### src/rtl/signal_extension_unit.sv
// Registered sign/zero extension of an IN_WIDTH operand to the OUT_WIDTH datapath word.
// Zero extension is compiled in only when SIGNAL_EXTENSION_ZERO_EXT_EN is defined.
module signal_extension_unit #(
    parameter int IN_WIDTH  = 11,
    parameter int OUT_WIDTH = 16
) (
    input  logic                 clk,
    input  logic                 rst_n,
    input  logic                 in_valid,
    input  logic                 zero_ext,
    input  logic [IN_WIDTH-1:0]  operand,
    output logic [OUT_WIDTH-1:0] data,
    output logic                 out_valid
);

    // Handshake: in_valid qualifies operand/zero_ext on a rising edge; out_valid is high
    // for exactly the one cycle after a capture. There is no ready, so the consumer must
    // take data whenever out_valid is high.

    logic                 fill_bit;
    logic [OUT_WIDTH-1:0] ext_word;
    logic [OUT_WIDTH-1:0] data_d;
    logic [OUT_WIDTH-1:0] data_q;
    logic                 out_valid_d;
    logic                 out_valid_q;

`ifdef SIGNAL_EXTENSION_ZERO_EXT_EN
    always_comb begin
        fill_bit = operand[IN_WIDTH-1];
        if (zero_ext) begin
            fill_bit = 1'b0;
        end
    end
`else
    // Mode pin is kept for pin compatibility but carries no function in this build.
    logic unused_zero_ext;
    assign unused_zero_ext = zero_ext;

    always_comb begin
        fill_bit = operand[IN_WIDTH-1];
    end
`endif

    // Filling the whole word first and then overwriting the low field also covers
    // IN_WIDTH == OUT_WIDTH, where there is no upper field at all.
    always_comb begin
        ext_word                 = {OUT_WIDTH{fill_bit}};
        ext_word[IN_WIDTH-1:0]   = operand;
    end

    always_comb begin
        data_d      = data_q;
        out_valid_d = 1'b0;
        if (in_valid) begin
            data_d      = ext_word;
            out_valid_d = 1'b1;
        end
    end

    always_ff @(posedge clk) begin
        if (!rst_n) begin
            data_q      <= '0;
            out_valid_q <= 1'b0;
        end else begin
            data_q      <= data_d;
            out_valid_q <= out_valid_d;
        end
    end

    assign data      = data_q;
    assign out_valid = out_valid_q;

endmodule

### config.mk
export PLATFORM = sky130hd
export DESIGN_NAME = signal_extension_unit
export DESIGN_NICKNAME = d
export VERILOG_FILES = /design/src/rtl/signal_extension_unit.sv
export SDC_FILE = /design/constraint.sdc
export NUM_CORES = 1
export LEC_CHECK = 0
export ABC_AREA = 0
export BUFFER_PORTS_ARGS = -buffer_cell sky130_fd_sc_hd__buf_4
export CAP_MARGIN = 0
export CORE_AREA = 3 3 40 42
export DETAILED_ROUTE_END_ITERATION = 12
export DIE_AREA = 0 0 43 45
export GPL_TIMING_DRIVEN = 1
export PLACE_DENSITY = 0.71
export SYNTH_ARGS = -nofsm -noshare
export SYNTH_HDL_FRONTEND = slang
export SYNTH_SLANG_ARGS = --single-unit
export TNS_END_PERCENT = 30
### constraint.sdc
create_clock -name clk -period 0.8 [get_ports clk]
set_input_delay 0.12 -clock clk [delete_from_list [all_inputs] [get_ports clk]]
set_output_delay 0.12 -clock clk [all_outputs]
set_load 0.005 [all_outputs]
# Word-level counts from Yosys, hierarchy flattened
# Index checks and enable logic that the tools add are counted.
# classes
n_eq_ne	0
n_shift	0
n_mul	0
n_addsub	0
n_div	0
muxes	1
reduce_logical	0
bitwise	0
order_cmp	0
# ops
op	n
1-bit two-way mux	1
# totals
word_cells	3
output_inout_bits	17
memories	0
romBits	0
latch_bits	0
mem_bits_rw	0
regBits	12

# Logic depth before layout (Yosys ltp)
# logic_depth
depth_word	1
mapped_depth	3
ltp_nobuf	2

# Worst setup path after synthesis
# No wires, ideal clock.
# synth_path
path_type	register to output
from	register data[10] (netlist name)
to	output port data[11]
arrival_time_ps	540
path_stages_with_launch	2
path_slack_ps	140
n_path_buf	1
path_cell_list	dfxtp_1 -> buf_4
# synth_lines
element	line	text
to (decl)	12	output logic [OUT_WIDTH-1:0] data,
# No word-level cell between the ends.

# Final worst setup path
# layout_path
from	register data[10] (netlist name)
to	output port data[13]
# No word-level cell between the ends.

==> flow_metrics.env <==
export IMPL_status="finished, violations left"
export IMPL_violations="setup timing"
export IMPL_drc=0
export IMPL_min_path_type="in -> reg"
export IMPL_grt_max_degree=13
export IMPL_worstPathCellList="buf_4"
export IMPL_die_h_um=45
export IMPL_crit_type="reg -> out"
export IMPL_fp_dieW_um=43
export IMPL_grt_overflow=0
export IMPL_vdd_ir_drop_max_uv=1040
export IMPL_antenna_cells=0
export IMPL_worst_setup_path_start_kind="register"
export IMPL_dr_pass1_iters=1
export IMPL_cts_tree="done"
export IMPL_syn_inst=42
export IMPL_grt_pass1_vias=366
export IMPL_critPathCaptureType="primary output"
export IMPL_synth_area_per_cell_sq_um=11.4
export IMPL_r2r_cells=2
export IMPL_cts_sinks=12
export IMPL_start_util=0.373
export IMPL_via_per_inst=4.46
export IMPL_timing_hold_worst_endpoint="data[6]"
export IMPL_min_from="operand[6]"
export IMPL_r2r_end="data[10]"
export IMPL_whs_path_depth=3
export IMPL_worstMarginPinSlew_ps=195
export IMPL_synth_top_cell_area_share=0.501
export IMPL_ys_seq_area_frac=0.501
export IMPL_vias=370
export IMPL_ys_types=7
export IMPL_ant_nets=0
export IMPL_p_leak_nw=0.365
export IMPL_layout_nets=85
export IMPL_numCtsBuffers=3
export IMPL_max_stage_delay_ps=360
export IMPL_fin_crit_ps=875
export IMPL_place_ws_ps=76.4
export IMPL_placed_cells=80
export IMPL_cap_violations=0
export IMPL_dieArea_sq_um=1940
export IMPL_path_clk_slew_ps=70
export IMPL_clock_latency_ps=260
export IMPL_cp_num_buf_inv=1
export IMPL_r2r_start="data[10]"
export IMPL_synth_area_sq_um=479
export IMPL_finClkSkew_ps=0
export IMPL_finalCritPeriodShare=1.09
export IMPL_gp_congestion=0.575
export IMPL_dr_first_iter_drc_count=0
export IMPL_cp_max_fo=7
export IMPL_grt_pass1_wl_um=1550
export IMPL_crit_family="flip-flops"
export IMPL_cp_slowest_cell="dfxtp_4"
export IMPL_final_layout_size_suffix_gt1_frac=0.662
export IMPL_htree_levels=1
export IMPL_num_rows=13
export IMPL_synth_seq_cells=12
export IMPL_rsz0062_at_grt="yes"
export IMPL_slew_violations=0
export IMPL_port_buffers=30
export IMPL_fin_tns_setup_ps=-554
export IMPL_syn_to_final_growth_pct=55.9
export IMPL_track_usage=0.109
export IMPL_num_io_pins=32
export IMPL_drt_wirelength_per_cell_um=11.3
export IMPL_cp_data_required_time_ps=680
export IMPL_layout_setup_ws_ps=-74.9
export IMPL_r2r_slack_ps=150
export IMPL_utilization=0.581
export IMPL_finalSetupViolCount=17
export IMPL_drt_total_wl_um=934
export IMPL_syn_nets=57
export IMPL_synth_top_cell_by_area="dfxtp_1"
export IMPL_yosys_warnings=0
export IMPL_cts_buffer_depth=2
export IMPL_cts_root_buf="clkbuf_4"
export IMPL_powerDensity_nw_per_um2=1660
export IMPL_antenna_found_initial=0
export IMPL_core_sq_um=1280
export IMPL_cp_arrival_ps=750
export IMPL_hold_viol_final=0
export IMPL_layout_cells_non_filler=83
export IMPL_slew_headroom=0.870
export IMPL_yosys_top_cells_area="dfxtp_1 (50%), mux2i_1 (23%), nor2b_1 (14%)"
export IMPL_fmax_ghz=1.14
export IMPL_fillers=110
==> through the flow <==
stage	hold WS, ps	total power, W	area [sq um]
finish	115	0.00124	747
global route	115	0.00132	747
CTS	109	0.00124	712
detailed placement	386	0.000876	671
global placement	375	0.000871	671
floorplan	248	0.000764	479
==> synthesized netlist by cell type, drive strengths merged <==
master / instances
dfxtp: 12
mux2i: 11
nor2b: 11
buf: 6
and2: 1
clkbuf: 1
==> kinds of logic after synthesis <==
family | synth area share
buffers and inverters | 0.110
flip-flops | 0.501
multiplexers | 0.230
AND/OR/NAND/NOR | 0.159
==> metal layers <==
metal | part of all wire | vias to the layer above | wire (um) | global-route usage
li1 | - | 184 | - | -
met1 | 0.40 | 162 | 378 | 0.108
met2 | 0.45 | 22 | 424 | 0.195
met3 | 0.14 | 2 | 127 | 0.0478
met4 | 0.0043 | 0 | 4 | 0.0542
met5 | 0 | - | 0 | 0
==> cells in the final DEF, fill, tap and decap left out <==
cell type,count
buf_4,20
mux2i_1,11
nor2b_1,11
dfxtp_2,10
buf_6,10
clkbuf_4,3
and2_2,1
dfxtp_4,1
dfxtp_1,1
==> power breakdown <==
part,internal (W),switching (W),leakage [nW]
combinational,0.000155,0.0000674,0.248
sequential,0.000638,0.0000253,0.103
clock,0.000173,0.000178,0.0138
==> how the worst max path moves through the flow <==
stage	to	start	slack (ps)	depth (start not counted)
floorplan	data[11]	data[10]	140	1
global placement	data[1]	in_valid	80	3
detailed placement	data[8]	in_valid	80	3
CTS	data[13]	data[10]	-90	1
global route	data[13]	data[10]	-120	1
finish	data[13]	data[10]	-70	1
==> timing repair <==
| action | 4_1_cts | 5_1_grt |
|---|---|---|
| gates resized for setup | 8 | 14 |
| endpoints found under the hold margin | 0 | 0 |
| hold buffers | 0 | 0 |
| gates cloned | 0 | 0 |
| buffers inserted | 0 | 0 |
| endpoints found under the setup margin | 17 | 17 |
| pin swaps | 0 | 0 |
==> state kept, by name (all words and copies together) (netlist names) <==
signal     count
out_valid      1
data          11
==> layout make-up <==
class	instances	area (sq um)	share of cell area
clock buffer	3	22.5	0.0302
multi-input combinational	23	186	0.250
sequential	12	256	0.343
tap	15	18.8	0.0251
timing repair buffer	30	263	0.352
(Power assumes the default switching activity.)
